===== src/rtl/div_clk_gen.sv =====
`default_nettype none
// ============================================================================
// Module   : div_clk_gen
// Brief    : Programmable glitch-free clock divider with boundary-aligned
//            ratio updates, clean stop and sticky illegal-ratio flag.
// Revision : 1.0 - initial release
// ============================================================================
module div_clk_gen #(
  parameter int DIV_WIDTH = 8,
  parameter int MIN_DIV   = 2
) (
  input  logic                 clk_i,
  input  logic                 rst_i,
  input  logic                 cfg_en_i,
  input  logic [DIV_WIDTH-1:0] cfg_div_i,
  input  logic                 cfg_upd_i,
  output logic                 div_clk_o,
  output logic                 div_en_o,
  output logic                 div_tick_o,
  output logic                 cfg_err_o
);

  localparam logic [1:0] c_st_idle = 2'd0;
  localparam logic [1:0] c_st_run  = 2'd1;
  localparam logic [1:0] c_st_stop = 2'd2;

  localparam logic [DIV_WIDTH-1:0] c_min_div = DIV_WIDTH'(MIN_DIV);
  localparam logic [DIV_WIDTH-1:0] c_one     = DIV_WIDTH'(1);
  localparam logic [DIV_WIDTH-1:0] c_zero    = '0;

  logic [1:0]           r_state;
  logic [DIV_WIDTH-1:0] r_cnt;
  logic [DIV_WIDTH-1:0] r_active;
  logic [DIV_WIDTH-1:0] r_pending;
  logic                 r_pend_vld;
  logic                 r_div_clk;
  logic                 r_div_en;
  logic                 r_div_tick;
  logic                 r_cfg_err;

  logic                 w_cfg_illegal;
  logic [DIV_WIDTH-1:0] w_cfg_div_sat;
  logic [DIV_WIDTH-1:0] w_half;
  logic [DIV_WIDTH-1:0] w_cnt_inc;
  logic                 w_period_end;

  assign w_cfg_illegal = (cfg_div_i < c_min_div);
  assign w_cfg_div_sat = w_cfg_illegal ? c_min_div : cfg_div_i;
  assign w_half        = r_active >> 1;
  assign w_cnt_inc     = r_cnt + c_one;
  assign w_period_end  = (r_cnt == (r_active - c_one));

  always_ff @(posedge clk_i or posedge rst_i) begin
    if (rst_i) begin
      r_state    <= c_st_idle;
      r_cnt      <= c_zero;
      r_active   <= c_min_div;
      r_pending  <= c_min_div;
      r_pend_vld <= 1'b0;
      r_div_clk  <= 1'b0;
      r_div_en   <= 1'b0;
      r_div_tick <= 1'b0;
      r_cfg_err  <= 1'b0;
    end else begin
      case (r_state)
        c_st_idle: begin
          if (cfg_en_i) begin
            r_state    <= c_st_run;
            if (r_pend_vld) r_active <= r_pending;
            r_pend_vld <= 1'b0;
            r_cnt      <= c_zero;
            r_div_clk  <= 1'b1;
            r_div_en   <= 1'b1;
            r_div_tick <= 1'b1;
          end else begin
            r_div_clk  <= 1'b0;
            r_div_en   <= 1'b0;
            r_div_tick <= 1'b0;
          end
        end

        c_st_run, c_st_stop: begin
          if (w_period_end && (r_state == c_st_stop) && !cfg_en_i) begin
            r_state    <= c_st_idle;
            r_cnt      <= c_zero;
            r_div_clk  <= 1'b0;
            r_div_en   <= 1'b0;
            r_div_tick <= 1'b0;
          end else if (w_period_end) begin
            // New period: only here may a pending ratio become active.
            r_state    <= cfg_en_i ? c_st_run : c_st_stop;
            r_cnt      <= c_zero;
            if (r_pend_vld) r_active <= r_pending;
            r_pend_vld <= 1'b0;
            r_div_clk  <= 1'b1;
            r_div_tick <= 1'b1;
          end else begin
            r_state    <= cfg_en_i ? c_st_run : c_st_stop;
            r_cnt      <= w_cnt_inc;
            r_div_clk  <= (w_cnt_inc < w_half);
            r_div_tick <= 1'b0;
          end
        end

        default: begin
          r_state    <= c_st_idle;
          r_cnt      <= c_zero;
          r_div_clk  <= 1'b0;
          r_div_en   <= 1'b0;
          r_div_tick <= 1'b0;
        end
      endcase

      // Placed last so a strobe on a boundary edge re-arms pend_vld.
      if (cfg_upd_i) begin
        r_pending  <= w_cfg_div_sat;
        r_pend_vld <= 1'b1;
        if (w_cfg_illegal) r_cfg_err <= 1'b1;
      end
    end
  end

  assign div_clk_o  = r_div_clk;
  assign div_en_o   = r_div_en;
  assign div_tick_o = r_div_tick;
  assign cfg_err_o  = r_cfg_err;

endmodule
`default_nettype wire


===== config.mk =====
export PLATFORM = sky130hd
export DESIGN_NAME = div_clk_gen
export DESIGN_NICKNAME = d
export VERILOG_FILES = /design/src/rtl/div_clk_gen.sv
export SDC_FILE = /design/constraint.sdc
export NUM_CORES = 1
export LEC_CHECK = 0
export BUFFER_PORTS_ARGS = -buffer_cell sky130_fd_sc_hd__buf_2
export CORE_MARGIN = 4
export CORE_UTILIZATION = 45
export CTS_CLUSTER_DIAMETER = 80
export DETAILED_ROUTE_END_ITERATION = 10
export PLACE_DENSITY = 0.7
export SKIP_LAST_GASP = 1
export SLEW_MARGIN = 20
export SYNTH_ARGS = -nofsm -noshare
export SYNTH_HDL_FRONTEND = slang
export SYNTH_SLANG_ARGS = --single-unit

===== constraint.sdc =====
create_clock -name clk_i -period 2.8 [get_ports clk_i]
set_input_delay 0 -clock clk_i [delete_from_list [all_inputs] [get_ports clk_i]]
set_output_delay 0 -clock clk_i [all_outputs]
set_load 0.005 [all_outputs]

Word level (Yosys, flattened, before mapping) --
Cells that the tools add are included.
Operators by class: shift operators 0, bitwise logic cells 0, reduce and logical (&&, ||, !) cells 10, muxes and demuxes 28, eq/ne operators 10, multipliers 0, $lt $le $gt $ge 2, add/sub/neg operators 2, div/mod/pow operators 0
Operator list (count):
- 8-bit two-way mux | 8
- 8-bit one-hot mux with 2 select lines | 2
- 1-bit two-way mux | 10
- 3-bit != test (second input constant) | 3
- 8-bit by 1-bit adder with 8-bit output (second input constant) | 1
- 8-bit == test | 1
- 8-bit by 2-bit < comparator with 1-bit output (second input constant) | 1
- 8-bit by 7-bit < comparator with 1-bit output | 1
- 2-bit != test (second input constant) | 4
- 1-bit one-hot mux with 2 select lines | 4
- 4-bit AND reduction | 2
- 8-bit by 1-bit subtractor with 8-bit output (second input constant) | 1
- 2-bit two-way mux | 3
- 2-bit one-hot mux with 2 select lines | 1
- 3-bit nonzero test | 1
- 2-bit by 1-bit == test with 1-bit output (second input constant) | 1
- 2-bit == test (second input constant) | 1
- 1-bit logical AND | 2
- 2-bit zero test | 1
- 2-bit AND reduction | 1
- 2-bit nonzero test | 1
- 2-bit OR reduction | 1
- 1-bit zero test | 1
Storage, ports and cells: bits in latches 0, bits in registers 31, ROM bits 0, memories 0, bits of input ports 12, word-level logic and storage cells 61, bits in writable memories 0, output and inout bits 4

Longest topological paths before layout --
Gate-level depths: netlist (run 1).
depth in word-level cells 7, depth in mapped cells 8, depth with buffers taken out 8

Worst setup path after synthesis (run 1) --
No wires, ideal clock.
kind reg-to-reg, start point register r_active[1], end point register r_active[0], clock period less this slack 2897 ps, arrival time 2772 ps, buffers on the path 0, required time 2675 ps, library setup time 125 ps, stages on the path, launching flop included 9, setup slack -97 ps, path through dfstp_2 inv_1 ha_1 o21ba_2 a221oi_1 o22ai_1 or4_4 a211oi_4 mux2_2
Between the ends: longest elaborated chain between the ends 6, elaborated cells on any way between the ends 7, classes of those cells add/sub (1); eq/ne (3); reduce/logical (3)
Ends and longest elaborated chain:
- from (decl) | RTL line 33 | logic [DIV_WIDTH-1:0] r_active;
- from (signal assigned) | RTL line 57 | r_active <= c_min_div;
- from (signal assigned) | RTL line 69 | if (r_pend_vld) r_active <= r_pending;
- from (signal assigned) | RTL line 93 | if (r_pend_vld) r_active <= r_pending;
- 8-bit by 1-bit subtractor with 8-bit output * | RTL line 51 | assign w_period_end = (r_cnt == (r_active - c_one));
- 8-bit == test * | RTL line 51
- 1-bit logical AND (2 in series) | RTL line 83 | if (w_period_end && (r_state == c_st_stop) && !cfg_en_i) begin
- 2-bit != test (no line)
- 4-bit AND reduction (no line) *
Mark *: on every way between the ends. The rest lies on a longest branch, timed or not. A chain may end at the register's enable or synchronous reset.

Final worst setup path (run 1) --
start point register r_active[1], end point register r_active[2]
Same word-level chain as after synthesis.

==> results.md, run 1 <==
Synthesis:
- The post-synthesis instance area is 1842 um2.
- For this run, the register share of the synthesized area comes to 42.26%.
- The number of enable flip-flop cells after synthesis is 0.
- Counting every net in the synthesized netlist gives 204.
- In the synthesized netlist, the number of instances is 181.
- The flip-flop cell with the highest count after synthesis is sky130_fd_sc_hd__dfrtp_1.
- The Yosys step of the flow raised 0 warnings.
- The area fraction of the dominant cell type after synthesis is 39.40%.
- The cell taking the most area after synthesis is sky130_fd_sc_hd__dfrtp_1.
- Averaged over all synthesized cells, the footprint is 10.18 um2.
- The number of distinct library cell variants in the gate-level netlist after synthesis is 42.
- After synthesis the netlist holds a flip-flop and latch count of 31.
- The share of synthesized registers carrying an async set or reset is 100.0%.
- By area the synthesized netlist is led by sky130_fd_sc_hd__dfrtp_1, sky130_fd_sc_hd__mux2_2, sky130_fd_sc_hd__ha_1.

Power:
- The maximum vdd ir drop is 0.5502 mV.
- Dividing total power by cell area gives a power density of 1060 nW/um2.
- The total power consumption of the routed design is 2.454 mW.
- The leakage power is 1.105 nW.

STA:
- Timing would allow up to 368.4 MHz.
- The final-report hold violation count was 0.
- Setup repair after global routing could not meet its margin everywhere.
- The final critical-path required period is 2.714 ns.
- The final setup slack of the worst path is 0.08574 ns.
- After layout, the worst path uses 96.94% of the clock period.
- Setup violations remaining at the end of the flow were counted as 0.
- The worst hold-check slack is 0.004031 ns.
- The worst pin sits at a relative slew slack of 58.41%.
- The actual transition at the worst max-transition pin is 0.6230 ns.
- The clock tree skew after final layout is 0.006114 ns.
- The number of max-slew violations in the final report is 0.

Clock tree:
- No sink is reached through more buffers than the 2 on the longest clock path.
- The cell sitting at the root of the clock tree is a sky130_fd_sc_hd__clkbuf_8.
- The number of buffers created by CTS is 5.
- In this run the number of H-tree levels came out at 2.
- The clock transition at the registers of the reported paths is 0.06 ns.
- TritonCTS built the clock tree.
- The clock network latency to the later pin of the worst-skew pair is 0.28 ns.
- The count of clock tree sinks is 31.

Min path:
- The worst hold path cell count is 3.
- The class of the tightest hold or removal check is primary input to register.
- The startpoint of the most critical hold path is cfg_div_i[0].

Detailed routing:
- The remaining antenna violation count is 0.
- The aggregate routed wire length is 4.201 mm.
- The detailed router's first-iteration violation count is 82.
- Dividing the detail-routed wire length by the instance count gives 15.91 um.
- The number of iterations in the first detailed-routing pass is 5.
- The vias after detailed routing is 1,445.
- The DRC violation count after routing is 0.
- Dividing the detail-routed via count by the number of cells gives 5.473.

Global routing:
- Entering global routing, the biggest net connects 32 pins.
- The first global-routing pass estimated 7.100 mm of wire.
- The via count of the first global-routing pass is 1,527.
- The number of antenna violations at the first check in global routing is 0.
- The total grt overflow is 0.
- Across every metal layer, demand over resource in global routing totals 17.77%.

Finish:
- The fraction of layout cells with a size suffix above 1 is 26.85%.
- The share of the core filled with cells is 60.94%.
- The area added between synthesis and finish is 25.68%.
- The number of nets at the end of the flow is 238.
- The number of diodes added for antenna fixing is 0.

Floorplan:
- The region available for standard cell placement spans 3799 um2.
- Once the floorplan was initialized, standard cells occupied 48.48% of the core.
- The die covers 5180 um2.
- 16 I/O pins were placed.
- The die extent in x is 71.98 um.
- The floorplan step set the die height to 71.98 um.
- The initialized floorplan defines 22 standard-cell rows.

Critical path:
- The launching point of the worst reg2reg path is r_active[1].
- STA puts the critical path data arrival time at 2.88 ns.
- For this run, the slowest stage of the critical path takes 0.54 ns.
- By startpoint and endpoint, the worst setup path is classified as register to register.
- Walking the worst path, the cells encountered are inv_2, ha_4, o21ba_4, a221oi_2, o22ai_2, or4_4, a211oi_4, buf_12, mux2_4.
- Across all register-to-register paths, the minimum setup slack is 0.09 ns.
- The source of the critical timing path is r_active[1].
- At the worst endpoint, the required time is 2.96 ns.
- The type of element launching the critical path is a register.
- In this run the worst path has a maximum fanout of 8.
- The path depth of the worst reg2reg path is 9.
- For this design, the slowest cell found on the critical path is sky130_fd_sc_hd__dfstp_2.
- The critical path capture point type is a register.

Place:
- The post-place setup slack is 0.03874 ns.
- The half-perimeter wire length after detailed placement is 3.004 mm.
- The count of buffers added on input and output ports is 15.
- The routability-driven placement congestion ratio is 0.8539.

Status:
- The flow ran to the end, and the final reports show no timing, DRC or antenna violations.

Flow run:
- The number of max-capacitance violations reported is 0.
==> routing by layer <==
| metal | vias to the layer above | global-route usage [%] | wire, um |
|---|---|---|---|
| li1 | 708 | - | - |
| met1 | 712 | 20.35 | 1781 |
| met2 | 21 | 32.86 | 2278 |
| met3 | 4 | 4.155 | 95 |
| met4 | 0 | 5.010 | 46 |
| met5 | - | 0 | 0 |
==> layout by cell type (no fill, tap or decap), drive strengths merged, types with 2 or more instances in the layout <==
cell type	n
buf	22
bufinv	2
nor2	2
nand2b	6
dfrtp	29
inv	12
and3	4
dfstp	2
clkbuf	6
mux2i	2
nor4b	2
xnor2	6
nand2	18
a21o	5
o21ai	9
dlygate4sd3	9
nor4	3
xor2	9
nor2b	3
a21oi	8
nor3	5
mux2	14
o2111ai	2
a211oi	2
nand3	6
or3	3
ha	11
==> repair_timing <==
action / CTS / global route
hold buffers: 8 / 1
gates resized for setup: 0 / 5
buffers inserted: 0 / 1
endpoints found under the setup margin: 0 / 8
endpoints found under the hold margin: 8 / 29
==> registers in the layout, summed over array words and instances, names as in the netlist <==
name,cells
cfg_err_o,1
div_clk_o,1
div_en_o,1
div_tick_o,1
r_active,8
r_cnt,8
r_pend_vld,1
r_pending,8
r_state,2
==> per-stage QoR <==
| step | area (um2) | setup TNS (ns) | std cells |
|---|---|---|---|
| final | 2315 | 0 | 264 |
| after global routing | 2315 | -0.1517 | 264 |
| after CTS | 2270 | 0 | 262 |
| after detailed placement | 2057 | 0 | 246 |
| after global placement | 2057 | 0 | 246 |
| after floorplan | 1887 | 0 | 181 |
==> worst max-delay path, delay by kind of cell (launching register included) <==
kind | cells | cell delay [ns]
DFF | 1 | 0.54
adders and majority gates | 1 | 0.17
and+or+nand+nor | 1 | 0.52
muxes | 1 | 0.30
buffers and inverters | 2 | 0.23
AOI/OAI and AO/OA | 4 | 0.85
==> path summary, 6_finish.rpt <==
check,end
max in group asynchronous,r_cnt[2]
min in group asynchronous,r_cnt[7]
max reg2reg,r_active[2]
min reg2reg,cfg_err_o
min,r_pending[0]
max,r_active[2]
==> synth_stat cells (all sizes together) (3+ instances only) <==
cell / instances
dfrtp: 29
nand2: 18
mux2: 14
inv: 12
ha: 11
o21ai: 9
xor2: 9
a21oi: 8
nand2b: 6
nand3: 6
xnor2: 6
a21o: 5
nor3: 5
and3: 4
clkbuf: 3
nor2b: 3
nor4: 3
or3: 3
==> cells by family after synthesis <==
family	Yosys count	synth area share [%]
AO/OA/AOI/OAI	35	13.18
buffers and inverters	16	3.668
XOR/XNOR	15	7.133
adder cells (fa/ha/maj)	11	7.473
flip-flops	31	42.26
multiplexers	16	9.647
AND/OR/NAND/NOR	57	16.65
==> report_power, final <==
part	internal (mW)	leakage (nW)	switching [mW]
logic	0.606	0.658	0.590
registers	0.584	0.381	0.154
clock network	0.356	0.0654	0.164
total	1.55	1.10	0.909
==> layout make-up <==
| class | instances | area [um2] |
|---|---|---|
| Clock inverter | 2 | 60.06 |
| Clock buffer | 6 | 72.57 |
| Timing Repair Buffer | 31 | 230.2 |
| Inverter | 12 | 45.04 |
| Multi-Input combinational cell | 134 | 1069 |
| Sequential cell | 31 | 778.2 |
| Tap cell | 48 | 60.06 |
| Fill cell | 311 | 1484 |
Note: power is estimated with default switching activity, not from simulation.
==> inputs of run 2 (changes only) <==
--- a/config.mk
+++ b/config.mk
@@ -5,10 +5,12 @@
 export SDC_FILE = /design/constraint.sdc
 export NUM_CORES = 1
 export LEC_CHECK = 0
+export ABC_AREA = 1
 export BUFFER_PORTS_ARGS = -buffer_cell sky130_fd_sc_hd__buf_2
 export CORE_MARGIN = 4
 export CORE_UTILIZATION = 45
 export CTS_CLUSTER_DIAMETER = 80
+export CTS_CLUSTER_SIZE = 20
 export DETAILED_ROUTE_END_ITERATION = 10
 export PLACE_DENSITY = 0.7
 export SKIP_LAST_GASP = 1
==> results.md, run 2 <==
Status:
- Run status: finished with violations (was complete, no violations).
- The final reports fail on hold timing.

Finish:
- Highest-count cells in the layout ignoring fill and taps: sky130_fd_sc_hd__nand2_1, sky130_fd_sc_hd__dfrtp_1, sky130_fd_sc_hd__inv_1 (was sky130_fd_sc_hd__dfrtp_1, sky130_fd_sc_hd__nand2_1, sky130_fd_sc_hd__buf_2).
- Largest registers: r_active x8, r_cnt x8, r_pending x8 (unchanged).
- The finished layout cell area is 2300 um2 (was 2315 um2).
- The share of the core filled with cells was 55.50% (was 60.94%).
- The most common library cell in the layout ignoring fill and taps is sky130_fd_sc_hd__nand2_1 (was sky130_fd_sc_hd__dfrtp_1).
- The number of nets at the end of the flow was 317 (was 238).
- The fraction of layout cells with a size suffix above 1 is 17.63% (was 26.85%).
- The area added between synthesis and finish is 15.89% (was 25.68%).
- The number of non-filler instances in the completed layout is 345 (was 264).
- The number of diodes added for antenna fixing is 0 (unchanged).

Place:
- The number of port buffers is 15 (unchanged).
- The half-perimeter wire length after detailed placement is 3.138 mm (was 3.004 mm).
- The cell area reported after detailed placement is 2121 um2 (was 2057 um2).
- The total instance count after detailed placement was 328 (was 246).
- The routability-driven placement congestion ratio is 0.8244 (was 0.8539).

Synthesis:
- The post-synthesis instance area was 1984 um2 (was 1842 um2).
- The leading cell type by number of instances after synthesis was sky130_fd_sc_hd__nand2_1 (was sky130_fd_sc_hd__dfrtp_1).
- The synthesized area per cell is 7.488 um2 (was 10.18 um2).
- The share of synthesized registers carrying an async set or reset is 100.0% (unchanged).
- Main area contributors after synthesis: sky130_fd_sc_hd__dfrtp_1, sky130_fd_sc_hd__nand2_1, sky130_fd_sc_hd__ha_1 (was sky130_fd_sc_hd__dfrtp_1, sky130_fd_sc_hd__mux2_2, sky130_fd_sc_hd__ha_1).
- The proportion of synthesized chip area in sequential cells was 39.22% (was 42.26%).
- The flip-flop cell with the highest count after synthesis is sky130_fd_sc_hd__dfrtp_1 (unchanged).
- The number of enable flip-flop cells after synthesis was 0 (unchanged).
- The area fraction of the dominant cell type after synthesis was 36.57% (was 39.40%).
- Commonest cells in the netlist: sky130_fd_sc_hd__nand2_1, sky130_fd_sc_hd__dfrtp_1, sky130_fd_sc_hd__inv_1 (was sky130_fd_sc_hd__dfrtp_1, sky130_fd_sc_hd__nand2_1, sky130_fd_sc_hd__mux2_2).
- The post-synthesis register bit count is 31 (unchanged).
- The synthesized net count was 288 (was 204).
- The cell taking the most area after synthesis is sky130_fd_sc_hd__dfrtp_1 (unchanged).
- The Yosys warning count is 0 (unchanged).
- The number of distinct library cell variants in the gate-level netlist after synthesis is 30 (was 42).
- The number of instances in the synthesized netlist is 265 (was 181).

Critical path:
- The endpoint required time on the critical path is 2.99 ns (was 2.96 ns).
- The critical path capture point type is a register (unchanged).
- The data arrival time of the critical path is 2.41 ns (was 2.88 ns).
- The worst reg2reg path endpoint is r_active[5] (was r_active[2]).
- The launching point of the worst reg2reg path is r_active[1] (unchanged).
- The register-to-register setup slack is 0.58 ns (was 0.09 ns).
- The critical path class is register to register (unchanged).
- The end point of the critical path was r_active[5] (was r_active[2]).
- The maximum fanout along the worst path is 10 (was 8).
- The source of the critical timing path was r_active[1] (unchanged).
- The path depth of the worst reg2reg path is 15 (was 9).
- The type of element launching the critical path is a register (unchanged).

Clock tree:
- The clock transition at the registers of the reported paths was 0.07 ns (was 0.06 ns).
- The number of gates resized after cts was 0 (unchanged).
- The CTS tree is built (unchanged).
- The buffer depth of the longest clock path is 2 (unchanged).
- The number of buffers created by CTS is 5 (unchanged).
- The count of H-tree levels built during CTS is 2 (unchanged).
- The clock network latency to the later pin of the worst-skew pair came to 0.29 ns (was 0.28 ns).
- The count of clock tree sinks is 31 (unchanged).
- The root cell of the clock tree is sky130_fd_sc_hd__clkbuf_8 (unchanged).

STA:
- The final-report hold violation count came to 1 (was 0).
- The number of max-slew violations in the final report is 0 (unchanged).
- The setup TNS is 0 ns (unchanged).
- The count of endpoints failing setup in the final report is 0 (unchanged).
- The final critical-path required period came to 2.225 ns (was 2.714 ns).
- The actual transition at the worst max-transition pin came to 0.4071 ns (was 0.6230 ns).
- The clock tree skew after final layout is 0.006053 ns (was 0.006114 ns).
- The maximum frequency from static timing analysis is 449.5 MHz (was 368.4 MHz).
- The portion of the clock cycle consumed by the worst path in the final layout is 79.45% (was 96.94%).
- RSZ-0062 raised after global routing: no (was yes).
- The headroom to the max-slew limit came to 72.83% (was 58.41%).
- The worst hold-check slack is -0.001843 ns (was 0.004031 ns).

Floorplan:
- The die extent in x is 74.41 um (was 71.98 um).
- The chip height was 74.41 um (was 71.98 um).
- The I/O pin count is 16 (unchanged).
- The placeable core region came to 4144 um2 (was 3799 um2).
- The full die area is 5536 um2 (was 5180 um2).
- The starting density of the core is 47.89% (was 48.48%).
- The placement row count came to 23 (was 22).

Global routing:
- The number of antenna violations at the first check in global routing is 0 (unchanged).
- The total routing usage reported by global routing was 17.95% (was 17.77%).
- The total grt overflow was 0 (unchanged).
- The pin count of the biggest net entering global routing is 32 (unchanged).
- The via count of the first global-routing pass is 1,826 (was 1,527).
- The wire length of the first global-routing pass came to 7.631 mm (was 7.100 mm).

Power:
- The maximum vdd ir drop came to 0.4558 mV (was 0.5502 mV).
- The leakage power is 1.180 nW (was 1.105 nW).
- The power density over the cells was 955.9 nW/um2 (was 1060 nW/um2).

Detailed routing:
- The detailed router's first-iteration violation count was 77 (was 82).
- The number of iterations in the first detailed-routing pass is 4 (was 5).
- The routed via count divided by cell count is 5.159 (was 5.473).
- The DRC violation count after routing is 0 (unchanged).
- The average wire length per cell after detail routing came to 12.44 um (was 15.91 um).
- The vias after detailed routing is 1,780 (was 1,445).
- The remaining antenna violation count is 0 (unchanged).
- The aggregate routed wire length is 4.291 mm (was 4.201 mm).

Min path:
- The class of the tightest hold or removal check is primary input to register (unchanged).

Flow run:
- The number of max-capacitance violations reported came to 0 (unchanged).
-- run 2: cell types whose count changed after synthesis, sizes merged, moves of 5 or more --
| cell | previous run | this run |
|---|---|---|
| a21o | 5 | 0 |
| inv | 12 | 36 |
| nand2b | 6 | 0 |
| nand4 | 0 | 14 |
| o21ai | 9 | 15 |
| nand3 | 6 | 25 |
| mux2 | 14 | 0 |
| xnor2 | 6 | 0 |
| nand2 | 18 | 90 |
| nor2 | 2 | 19 |
-- run 2: how the worst min path moves through the flow --
stage	slack [ns]	cells past startpoint	startpoint	end
final	-0.002	3	cfg_div_i[1]	r_pending[1]
after global routing	0.01	3	cfg_div_i[1]	r_pending[1]
after CTS	0.0005	3	cfg_upd_i	r_pending[6]
after detailed placement	0.10	3	rst_i	r_pending[7]
after global placement	0.1	3	rst_i	r_state[1]
after floorplan	0.10	1	rst_i	cfg_err_o
-- run 2: report_power, final --
part | total (mW) | switching, mW | internal, mW | leakage, nW
sequential | 0.712 | 0.136 | 0.576 | 0.387
clock | 0.350 | 0.177 | 0.172 | 0.0402
combinational | 1.14 | 0.725 | 0.412 | 0.754
-- run 2: critical path, cell delays in order (launching register included) --
cell and delay [ns]:
sky130_fd_sc_hd__dfstp_2 0.56, sky130_fd_sc_hd__inv_1 0.05, sky130_fd_sc_hd__ha_1 0.28, sky130_fd_sc_hd__inv_1 0.04, sky130_fd_sc_hd__nand2_1 0.05, sky130_fd_sc_hd__nand2_1 0.04
sky130_fd_sc_hd__nor2_1 0.08, sky130_fd_sc_hd__nand3_1 0.09, sky130_fd_sc_hd__nor2_2 0.12, sky130_fd_sc_hd__nand2_1 0.07, sky130_fd_sc_hd__nor2_2 0.09, sky130_fd_sc_hd__nand2_2 0.07
sky130_fd_sc_hd__a21oi_4 0.28, sky130_fd_sc_hd__nand3_4 0.15, sky130_fd_sc_hd__nand2_1 0.10, sky130_fd_sc_hd__nand2_1 0.05
-- run 2: cell families (layout without fill, tap and decap cells) --
| kind of cell | Yosys count | after routing | synth area share [%] |
|---|---|---|---|
| AOI/OAI and AO/OA | 24 | 24 | 6.999 |
| buffers and inverters | 41 | 71 | 7.818 |
| DFF | 31 | 31 | 39.22 |
| and+or+nand+nor | 153 | 153 | 36.82 |
| adders and majority gates | 11 | 11 | 6.936 |
| xor gates and xnor gates | 5 | 5 | 2.207 |
-- run 2: stage by stage --
stage                     hold slack (ns)  power, mW  setup WS (ns)
after floorplan                    0.1020      1.599         0.7835
after global placement            0.09960      1.810         0.6447
after detailed placement           0.1012      1.844         0.5747
after CTS                       0.0005350      2.215         0.5647
after global routing              0.01499      2.418         0.3307
final                           -0.001843      2.198         0.5753
-- run 2: cell type report --
class	count	area, um2
Timing Repair Buffer	26	180.2
Clock buffer	5	68.82
Tap cell	50	62.56
Sequential cell	31	778.2
Multi-Input combinational cell	193	1051
Inverter	37	138.9
Fill cell	405	1844
Clock inverter	3	20.02
-- run 2: repair_timing --
action,4_1_cts,5_1_grt
hold buffers,9,0
setup buffers,0,0
hold endpoints to repair,38,0
-- run 2: routing by layer --
| layer | GRT usage (%) | part of all wire, % | wire (um) |
|---|---|---|---|
| met3 | 3.243 | 3.3 | 142 |
| met4 | 8.893 | 1.9 | 82 |
| met1 | 21.31 | 47 | 2003 |
| met5 | 0 | 0 | 0 |
| met2 | 31.02 | 48 | 2063 |
